===== config.mk =====
export PLATFORM = sky130hd
export DESIGN_NAME = cpu0_fetch_sched
export DESIGN_NICKNAME = d
export VERILOG_FILES = /design/src/rtl/cpu0_pkg.sv /design/src/rtl/cpu0_rr_arb2.sv /design/src/rtl/cpu0_fetch_sched.sv
export SDC_FILE = /design/constraint.sdc
export NUM_CORES = 1
export LEC_CHECK = 0
export CORE_MARGIN = 5
export CORE_UTILIZATION = 48
export DETAILED_ROUTE_END_ITERATION = 7
export PLACE_DENSITY = 0.86
export SYNTH_ARGS = -nofsm -noshare
export SYNTH_HDL_FRONTEND = slang
export SYNTH_SLANG_ARGS = --single-unit

===== constraint.sdc =====
create_clock -name clk -period 3.9 [get_ports clk]
set_clock_uncertainty 0.15 [all_clocks]
set_input_delay 0.39 -clock clk [delete_from_list [all_inputs] [get_ports clk]]
set_output_delay 0.39 -clock clk [all_outputs]
set_load 0.005 [all_outputs]

===== src/rtl/cpu0_pkg.sv =====
// Shared cpu0 definitions: opcodes, scheduler FSM encoding, accepted-issue record.
package cpu0_pkg;

  localparam logic [3:0] OP_JUMP = 4'b0100;
  localparam logic [3:0] OP_HALT = 4'b1111;

  typedef enum logic [1:0] {
    ST_IDLE   = 2'd0,
    ST_ISSUE  = 2'd1,
    ST_FLUSH  = 2'd2,
    ST_HALTED = 2'd3
  } sched_state_e;

  typedef struct packed {
    logic [15:0] instr;
    logic        src;    // 0 = fetch, 1 = debug
  } issue_t;

  function automatic logic [3:0] opcode(input logic [15:0] instr);
    return instr[15:12];
  endfunction

endpackage


===== src/rtl/cpu0_rr_arb2.sv =====
// Two-way arbiter: round-robin against the last grant, or fixed debug priority.
module cpu0_rr_arb2 #(
  parameter int RR_EN = 1
) (
  input  logic [1:0] req,   // [0] fetch, [1] debug
  input  logic       last,  // source of the last transfer
  output logic [1:0] gnt
);

  always_comb begin
    gnt = 2'b00;
    case (req)
      2'b01:   gnt = 2'b01;
      2'b10:   gnt = 2'b10;
      2'b11: begin
        if (RR_EN != 0) gnt = last ? 2'b01 : 2'b10;
        else            gnt = 2'b10;
      end
      default: gnt = 2'b00;
    endcase
  end

endmodule


===== src/rtl/cpu0_fetch_sched.sv =====
// Instruction scheduler: arbitrates fetch/debug requesters into a single CPU issue
// stream, handling JUMP flush windows and HALT.
module cpu0_fetch_sched
  import cpu0_pkg::*;
#(
  parameter int RR_EN        = 1,
  parameter int FLUSH_CYCLES = 2
) (
  input  logic        clk,
  input  logic        pon_rst_n_i,
  input  logic [15:0] fetch_instr_i,
  input  logic        fetch_valid_i,
  output logic        fetch_ready_o,
  input  logic [15:0] dbg_instr_i,
  input  logic        dbg_valid_i,
  output logic        dbg_ready_o,
  input  logic        cpu_halt_i,
  output logic [15:0] instr_o,
  output logic        instr_valid_o,
  output logic        grant_src_o,
  output logic        flush_o,
  output logic [12:0] flush_adr_o,
  output logic [15:0] issue_cnt_o,
  output logic [1:0]  state_o
);

  localparam logic [3:0] FLUSH_LOAD = 4'(FLUSH_CYCLES - 1);

  sched_state_e state, state_nxt;
  logic         rr_last;
  logic [3:0]   flush_cnt;
  logic [1:0]   gnt;
  logic         can_issue, xfer, is_jump, is_halt;
  issue_t       acc;

  cpu0_rr_arb2 #(.RR_EN(RR_EN)) u_arb (
    .req  ({dbg_valid_i, fetch_valid_i}),
    .last (rr_last),
    .gnt  (gnt)
  );

  assign can_issue     = (state == ST_ISSUE) && !cpu_halt_i;
  assign fetch_ready_o = can_issue & gnt[0];
  assign dbg_ready_o   = can_issue & gnt[1];
  assign xfer          = (fetch_valid_i & fetch_ready_o) | (dbg_valid_i & dbg_ready_o);
  assign acc.src       = dbg_ready_o;
  assign acc.instr     = dbg_ready_o ? dbg_instr_i : fetch_instr_i;
  assign is_jump       = xfer && (opcode(acc.instr) == OP_JUMP);
  assign is_halt       = xfer && (opcode(acc.instr) == OP_HALT);
  assign state_o       = state;

  always_comb begin
    state_nxt = state;
    case (state)
      ST_IDLE:   state_nxt = ST_ISSUE;
      ST_ISSUE: begin
        if (is_jump)      state_nxt = ST_FLUSH;
        else if (is_halt) state_nxt = ST_HALTED;
      end
      ST_FLUSH:  if (flush_cnt == 4'd0) state_nxt = ST_ISSUE;
      ST_HALTED: state_nxt = ST_HALTED;
      default:   state_nxt = ST_IDLE;
    endcase
    // External halt overrides everything, including an in-progress flush.
    if (cpu_halt_i) state_nxt = ST_HALTED;
  end

  always_ff @(posedge clk or negedge pon_rst_n_i) begin
    if (!pon_rst_n_i) state <= ST_IDLE;
    else              state <= state_nxt;
  end

  always_ff @(posedge clk or negedge pon_rst_n_i) begin
    if (!pon_rst_n_i)                                flush_cnt <= 4'd0;
    else if (cpu_halt_i)                             flush_cnt <= 4'd0;
    else if (is_jump)                                flush_cnt <= FLUSH_LOAD;
    else if (state == ST_FLUSH && flush_cnt != 4'd0) flush_cnt <= flush_cnt - 4'd1;
  end

  always_ff @(posedge clk or negedge pon_rst_n_i) begin
    if (!pon_rst_n_i) begin
      instr_o       <= 16'h0000;
      instr_valid_o <= 1'b0;
      grant_src_o   <= 1'b0;
      flush_o       <= 1'b0;
      flush_adr_o   <= 13'h0000;
      issue_cnt_o   <= 16'h0000;
      rr_last       <= 1'b1;  // "debug went last" so fetch wins the first tie
    end else begin
      instr_valid_o <= xfer;
      flush_o       <= is_jump;
      if (xfer) begin
        instr_o     <= acc.instr;
        grant_src_o <= acc.src;
        issue_cnt_o <= issue_cnt_o + 16'h0001;
        rr_last     <= acc.src;
      end
      if (is_jump) flush_adr_o <= acc.instr[12:0];
    end
  end

endmodule


# Word-level counts from Yosys, hierarchy flattened
# Index checks and enable logic that the tools add are counted.
[word_totals] ff_bits=55 latchBits=0 ramBits=0 rom_bits=0 inputBits=37 output_inout_bits=52 word_cells=47 mem_count=0
[classes] n_addsub=2 mul=0 div_mod_pow=0 magnitude_cmp=0 n_eq_ne=10 shift=0 mux=11 bitwise=5 reduce_logical=10
[op_table] operator="16-bit by 1-bit adder with 16-bit output (second input constant)" n=1
[op_table] operator="16-bit 2-to-1 mux" n=1
[op_table] operator="4-bit 2-to-1 mux" n=3
[op_table] operator="2-bit 2-to-1 mux" n=5
[op_table] operator="2-bit equality test (second input constant)" n=4
[op_table] operator="2-bit one-hot mux with 4 select lines" n=1
[op_table] operator="2-bit one-hot mux with 3 select lines" n=1
[op_table] operator="1-bit AND" n=4
[op_table] operator="2-bit by 1-bit equality test with 1-bit output (second input constant)" n=2
[op_table] operator="4-bit by 3-bit equality test with 1-bit output (second input constant)" n=1
[op_table] operator="4-bit equality test (second input constant)" n=1
[op_table] operator="1-bit logical AND" n=4
[op_table] operator="4-bit zero test" n=1
[op_table] operator="4-bit inequality test (second input constant)" n=1
[op_table] operator="4-bit nonzero test" n=1
[op_table] operator="4-bit by 1-bit subtractor with 4-bit output (second input constant)" n=1
[op_table] operator="3-bit inequality test (second input constant)" n=1
[op_table] operator="3-bit nonzero test" n=1
[op_table] operator="2-bit zero test" n=1
[op_table] operator="2-bit AND reduction" n=1
[op_table] operator="1-bit zero test" n=1
[op_table] operator="1-bit bitwise OR" n=1

# Depth between registers and ports, before layout
# Gate-level depths: netlist of the first run.
[depth] word_depth=10 ltp_mapped=7 depth_no_buf=6

# By module
# Synthesis of the first run repeated with hierarchy kept, for this count alone.
[unflattened] hier_cells=232 area_unflattened_um2=2577.5
[modules_own_cells] mod="cpu0_fetch_sched" instances=1 cells_per_inst=229 area_each_um2=2558.7 seq_area_each_um2=1377.6
[modules_own_cells] mod="cpu0_rr_arb2" instances=1 cells_per_inst=3 area_each_um2=18.8 seq_area_each_um2=0.0

# Worst setup path after synthesis of the first run
# Ideal clock, no wire load.
[synth_path] kind="input to register" from="input cpu_halt_i" to="register issue_cnt_o[7]" setup_time_ps=124 arrival_time_ps=1685 t_required_ps=3626 path_slack_ps=1941 path_stages=5 path_buffers=1 cell_sequence="buf_2 > nor3b_4 > o21ai_2 > or4_4 > xnor2_2"
[synth_via] elab_chain_cells=5 elab_cells_between_ends=7 cone_classes="bitwise (5); reduce/logical (2)"
[synth_rtl] item="start, declared" line="cpu0_fetch_sched.sv:17" source="input logic cpu_halt_i,"
[synth_rtl] item="1-bit zero test *" line="cpu0_fetch_sched.sv:42" source="assign can_issue = (state == ST_ISSUE) && !cpu_halt_i;"
[synth_rtl] item="1-bit logical AND *" line="cpu0_fetch_sched.sv:42"
[synth_rtl] item="1-bit AND (on tied branches)" line="cpu0_fetch_sched.sv:43, cpu0_fetch_sched.sv:44"
[synth_rtl] item="1-bit AND" line="cpu0_fetch_sched.sv:45" source="assign xfer = (fetch_valid_i & fetch_ready_o) | (dbg_valid_i & dbg_ready_o);"
[synth_rtl] item="1-bit bitwise OR *" line="cpu0_fetch_sched.sv:45"
[synth_rtl] item="end signal, assigned" line="cpu0_fetch_sched.sv:95" source="issue_cnt_o <= issue_cnt_o + 16'h0001;"
[synth_rtl] item="end, declared" line="cpu0_fetch_sched.sv:23" source="output logic [15:0] issue_cnt_o,"
# Every way passes the cells marked *; elsewhere a longest branch is shown, timed or not.
# A chain may end at the register's enable or synchronous reset.

# Worst setup path in the final report of the first run
[layout_path] from="input cpu_halt_i" to="output dbg_ready_o"
[layout_via] elab_chain_cells=3
[layout_rtl] item="1-bit zero test" line="cpu0_fetch_sched.sv:42"
[layout_rtl] item="1-bit logical AND" line="cpu0_fetch_sched.sv:42"
[layout_rtl] item="1-bit AND" line="cpu0_fetch_sched.sv:44" source="assign dbg_ready_o = can_issue & gnt[1];"
[layout_rtl] item="end, declared" line="cpu0_fetch_sched.sv:16" source="output logic dbg_ready_o,"
# No other way between the ends.

==> flow_summary_export.csv, run 1 <==
group,metric,value,unit
drt,dr.pass1.iters,6,
floorplan,die_y,82.2,um
placement,place_congestion,0.764,
critical_path,crit_cells,6,
yosys,synth_top_cells_by_count,"dfrtp_1 (54), nand2_1 (29), mux2i_1 (27)",
critical_path,startpoint_type,"input pin",
job,maxCapViolations,0,
yosys,synth_edf_count,0,
critical_path,endpoint_kind,"output port",
yosys,ys_ff_latch,55,
power_and_ir_drop,p_leak,1.69,nW
yosys,seq_area_frac_synth,55.0,%
drt,vias_per_cell,5.12,
global_route,grt_pass1_wl,9.84,mm
power_and_ir_drop,power_density,322,mW/mm2
yosys,synth_top_area_share,54.0,%
clock_tree,cts_num_sinks,55,
global_route,grt_max_degree,56,
critical_path,crit_path_max_fanout,18,
power_and_ir_drop,p_int,0.883,mW
yosys,synth.distinct_cells,39,
finish,final_cells,389,
yosys,synth_cells,227,
floorplan,placementRows,26,
drt,drt_iter0_drc,57,
critical_path,cpLargestDelayFamily,"buffers and inverters",
clock_tree,clockBufferDepth,2,
sta,rsz0062_at_grt,"false",
floorplan,ios,89,
critical_path,crit_path_start,"cpu_halt_i",
placement,post-dp-hpwl,4.49,mm
power_and_ir_drop,switchingPower,0.264,mW
drt,drt-total-wl,6.07,mm
sta,fin_crit_sh,74.3,%
critical_path,cp_common_cell,"clkdlybuf4s50_1",
sta,timing.fmax,0.345,GHz
drt,drtAntennaViolNets,0,
global_route,grt_use_total,19.3,%
finish,final_nets,358,
sta,fin_tns_setup,0,ps
critical_path,arrival,2360,ps
finish,ff_latch_area,0.00138,mm2
critical_path,critPathRequiredTime,3360,ps
yosys,synth_nets,267,
clock_tree,holdBufCountCts,0,
yosys,ys.flop_type,"dfrtp_1",
critical_path,worstSetupPathType,"in -> out",
yosys,synth_top_cell_by_area,"dfrtp_1",
placement,dp_cells,381,
finish,drive_gt1_share,7.52,%
yosys,synthTopCellsByArea,"dfrtp_1 (54%), mux2i_1 (11%), nand2_1 (4.3%), xnor2_1 (3.1%), o21ai_0 (3.0%)",
drt,vias,1993,
clock_tree,clk_latency,310,ps
power_and_ir_drop,p_sw_share,23.0,%
yosys,synth.avg_cell_area,11.0,um2
yosys,syn_area,0.00250,mm2
drt,wl_per_cell,15.6,um
clock_tree,cts_inserted_buffers,5,
sta,maxSlewViolCount,0,
worst_hold_path,hold_path.class,"in -> async",
sta,timing.hold.ws,33.7,ps
sta,finalHoldViolations,0,
finish,area_delta_synth_final,42.5,%
power_and_ir_drop,seq_power_share,53.8,%
sta,max_slew.worst_pin.slew,686,ps
global_route,gr-total-overflow,0,
clock_tree,postCtsSetupBuffers,0,
critical_path,regToRegStartpoint,"state_o[0]",
drt,drc,0,
sta,max_slew_margin,54.3,%
clock_tree,clock-root-buffer,"clkbuf_8",
global_route,first_global_vias,2048,
floorplan,core,0.00507,mm2
yosys,synth.most_common_cell,"dfrtp_1",
outcome,status,"completed",
critical_path,crit_buf_inv,4,
critical_path,path_cells,"clkdlybuf4s50_1 -> nor3b_4 -> nand2_2 -> buf_4 -> inv_1 -> clkdlybuf4s50_1",
sta,finalSetupViolations,0,
placement,io_buffers,88,
floorplan,die-area,0.00676,mm2
power_and_ir_drop,max-vdd-ir-drop,265,uV
yosys,ys_warn_count,0,
floorplan,start_util,49.3,%
critical_path,crit_path_top_delay_cell,"clkdlybuf4s50_1",
critical_path,r2r_cells,5,
finish,fillers,422,
sta,finalCriticalPeriod,2900,ps
yosys,async_reset_ff_share,100,%
clock_tree,path_clk_slew,100,ps
clock_tree,cts_tree,"yes",
power_and_ir_drop,power_frac_comb,12.8,%
clock_tree,cts_resized,0,
power_and_ir_drop,clkPwrFrac,33.4,%
clock_tree,htree_levels,2,
finish,diodes,0,
floorplan,die_w,82.2,um
critical_path,slowest_delay,600,ps
global_route,antenna_found_initial,0,
finish,multi_input_area,0.00103,mm2
[worst paths after layout]
path	slack, ps	end
max	1000	dbg_ready_o
min	30	flush_adr_o[3]
max reg2reg	1800	flush_adr_o[4]
min reg2reg	330	issue_cnt_o[15]
max in group asynchronous	3090	flush_o
min in group clk	330	issue_cnt_o[15]
[cell families (layout without fill, tap and decap cells)]
kind of cell               after synthesis  after routing  share of synthesized area, %
muxes                                   27             27                          10.8
DFF                                     55             55                          55.0
adders and majority gates                3              3                          1.50
buffers and inverters                   24            116                          4.00
AOI/OAI and AO/OA                       25             25                          6.40
xor gates and xnor gates                18             18                          6.60
and+or+nand+nor                         75             75                          15.7
[state kept, by name, indices dropped and copies added, names as in the netlist, 2 cells and up]
| register | flops |
|---|---|
| state_o | 2 |
| flush_adr_o | 13 |
| instr_o | 16 |
| flush_cnt | 4 |
| issue_cnt_o | 16 |
[worst reg2reg max path, cell delays in order, from the launching register on]
cell and delay, ps:
dfrtp_1 450, nor3b_4 400, and3_1 250, o211ai_2 130
inv_2 380, mux2i_1 260
[power by group through the flow]
stage	Combinational, mW	Clock (mW)	Sequential (mW)
floorplan	0.0332	0	0.627
global placement	0.144	0	0.626
detailed placement	0.149	0	0.627
CTS	0.150	0.391	0.617
global route	0.162	0.422	0.621
finish	0.147	0.384	0.617
[cells in the final DEF, fill, tap and decap left out, types with 2 or more instances in the layout]
cell type        synthesis  final
clkdlybuf4s50_1          0     87
dfrtp_1                 54     54
nand2_1                 29     29
mux2i_1                 27     27
inv_1                   16     16
o21ai_0                 15     15
xnor2_1                  9      9
nor3_1                   8      8
xor2_1                   8      8
nor2_1                   8      8
nand3_1                  7      7
and3_1                   5      5
clkbuf_8                 0      5
nand4_1                  4      4
or3b_2                   3      3
ha_1                     3      3
buf_4                    0      3
a21boi_1                 2      2
and2_1                   2      2
[layout make-up]
| class | count | area share [%] |
|---|---|---|
| clock buffer | 5 | 1.93 |
| clock inverter | 3 | 1.30 |
| inverter | 17 | 1.79 |
| multi-input combinational | 148 | 28.8 |
| sequential | 55 | 38.6 |
| tap | 70 | 2.45 |
| timing repair buffer | 91 | 25.2 |
[metal layers]
metal | GRT usage (%) | vias up | routed length (um)
li1 | - | 948 | -
met1 | 22.9 | 972 | 2400
met5 | 0 | - | 0
met2 | 33.6 | 69 | 3170
met3 | 5.64 | 4 | 451
met4 | 6.15 | 0 | 46
[through the flow]
stage	power [mW]	area, um2	worst slack [ps]	util, %
4_1_cts	1.16	3570	1010	70.3
3_3_place_gp	0.770	3450	1080	68.0
2_1_floorplan	0.660	2500	1940	-
6_report	1.15	3570	1000	70.3
3_5_place_dp	0.776	3450	1030	68.0
5_1_grt	1.20	3570	874	70.3
No activity file was read; power rests on OpenSTA's default activity.
==> run 2: changes to the inputs <==
Settings changed: CORE_UTILIZATION 48 to 45, PLACE_DENSITY 0.86 to 0.81.
Clock period 3.9 ns to 2.8 ns, I/O delays scaled along.
==> flow_summary_export.csv, run 2 (synthesis gave the netlist of run 1 again) <==
group,metric,value,unit
finish,area_delta_synth_final,44.5,%
sta,finalHoldViolations,0,
floorplan,die_w,84.6,um
placement,io_buffers,88,
critical_path,critPathRequiredTime,2370,ps
critical_path,r2r_cells,5,
critical_path,worstSetupPathType,"in -> out",
global_route,gr-total-overflow,0,
finish,mostFrequentLayoutCell,"clkdlybuf4s50_1",
clock_tree,clockBufferDepth,2,
critical_path,crit_path_max_fanout,5,
floorplan,ios,89,
floorplan,core,0.00547,mm2
drt,drtAntennaViolNets,0,
floorplan,placementRows,27,
critical_path,reg2reg_slack,690,ps
clock_tree,cts_num_sinks,55,
drt,drt_iter0_drc,75,
global_route,antenna_found_initial,0,
finish,ff_latch_area,0.00138,mm2
sta,finalCriticalPeriod,2400,ps
clock_tree,clk_latency,310,ps
sta,fin_tns_setup,0,ps
sta,rsz0062_at_grt,"false",
finish,drive_gt1_share,8.07,%
placement,placed_area,0.00347,mm2
power_and_ir_drop,p_sw_share,21.5,%
finish,top_regs,"instr_o: 16 flops, issue_cnt_o: 16 flops, flush_adr_o: 13 flops",
power_and_ir_drop,seq_power_share,51.0,%
finish,final_core_util,66.1,%
global_route,first_global_vias,2016,
clock_tree,cts_inserted_buffers,5,
job,maxCapViolations,0,
sta,finalSetupViolations,0,
power_and_ir_drop,p_leak,1.72,nW
critical_path,startpoint_type,"input pin",
clock_tree,path_clk_slew,100,ps
drt,vias_per_cell,4.96,
clock_tree,postCtsSetupBuffers,0,
sta,timing.fmax,0.416,GHz
floorplan,die-area,0.00716,mm2
floorplan,start_util,45.7,%
global_route,grt_use_total,17.0,%
placement,post-dp-hpwl,4.49,mm
finish,layout_common_cells,"clkdlybuf4s50_1 (87), dfrtp_1 (54), nand2_1 (29)",
critical_path,regToRegStartpoint,"state_o[1]",
drt,vias,1956,
clock_tree,clock-root-buffer,"clkbuf_8",
global_route,grt_max_degree,42,
clock_tree,htree_levels,2,
critical_path,arrival,1970,ps
finish,fillers,453,
floorplan,die_y,84.6,um
critical_path,endpoint_kind,"output port",
placement,place_congestion,0.790,
clock_tree,cts_tree,"yes",
global_route,grt_pass1_wl,9.67,mm
finish,diodes,0,
finish,finalInstanceArea,0.00362,mm2
power_and_ir_drop,p_int,1.32,mW
drt,drc,0,
power_and_ir_drop,power_frac_comb,12.3,%
outcome,status,"completed",
drt,drt-total-wl,5.90,mm
worst_hold_path,hold_path.class,"in -> async",
sta,maxSlewViolCount,0,
drt,wl_per_cell,15.0,um
power_and_ir_drop,clkPwrFrac,36.6,%
sta,max_slew.worst_pin.slew,462,ps
power_and_ir_drop,power_density,465,mW/mm2
drt,dr.pass1.iters,4,
power_and_ir_drop,max-vdd-ir-drop,233,uV
finish,multi_input_area,0.00103,mm2
sta,max_slew_margin,69.1,%
power_and_ir_drop,switchingPower,0.361,mW
finish,final_nets,361,
sta,fin_crit_sh,85.9,%
critical_path,worst_r2r_endpoint,"flush_adr_o[11]",
## run 2: repair_timing
item,in CTS,in global routing
resized for setup,0,0
endpoints found under the hold margin,13,0
hold buffers,1,0
## run 2: worst max-delay path by stage
stage | startpoint | end | slack (ps) | depth (start not counted)
2_1_floorplan | state_o[1] | issue_cnt_o[7] | 940 | 4
3_3_place_gp | dbg_valid_i | flush_adr_o[0] | 330 | 6
3_5_place_dp | dbg_valid_i | flush_adr_o[4] | 240 | 6
4_1_cts | dbg_valid_i | dbg_ready_o | 390 | 5
5_1_grt | dbg_valid_i | dbg_ready_o | 250 | 5
6_report | dbg_valid_i | dbg_ready_o | 400 | 5
## run 2: routing by layer
layer / track usage [%] / up-vias / share of wire (%)
li1: - / 960 / -
met1: 21.1 / 917 / 42
met2: 27.2 / 67 / 48
met3: 5.59 / 12 / 7.6
met4: 6.91 / 0 / 2.3
met5: 0 / - / 0
## run 2: worst max-delay path: stages
cell             delay [ps]
clkdlybuf4s50_1         540
a21boi_1                440
nand2_2                 100
inv_1                    80
clkdlybuf4s50_1         530
## run 2: layout make-up
| cell class | count | area share, % |
|---|---|---|
| clock buffers | 5 | 1.90 |
| inverters | 17 | 1.76 |
| flip-flops and latches | 55 | 38.1 |
| clock inverters | 3 | 1.87 |
| repair buffers | 94 | 25.5 |
| multi-input cells | 148 | 28.4 |
| well taps | 72 | 2.49 |
## run 2: power by group through the flow
stage,combinational [mW],sequential (mW),clock [mW]
floorplan,0.0463,0.873,0
finish,0.208,0.858,0.615
CTS,0.212,0.858,0.629
global route,0.228,0.863,0.659
global placement,0.204,0.872,0
detailed placement,0.211,0.873,0
## run 2: stage by stage
stage          worst slack [ps]  hold slack [ps]  instances  total power, mW
2_1_floorplan               940             -166        227            0.920
3_3_place_gp                333             43.9        385             1.08
4_1_cts                     394              246        394             1.70
5_1_grt                     250              283        394             1.75
6_report                    395              246        394             1.68
3_5_place_dp                242             46.3        385             1.08
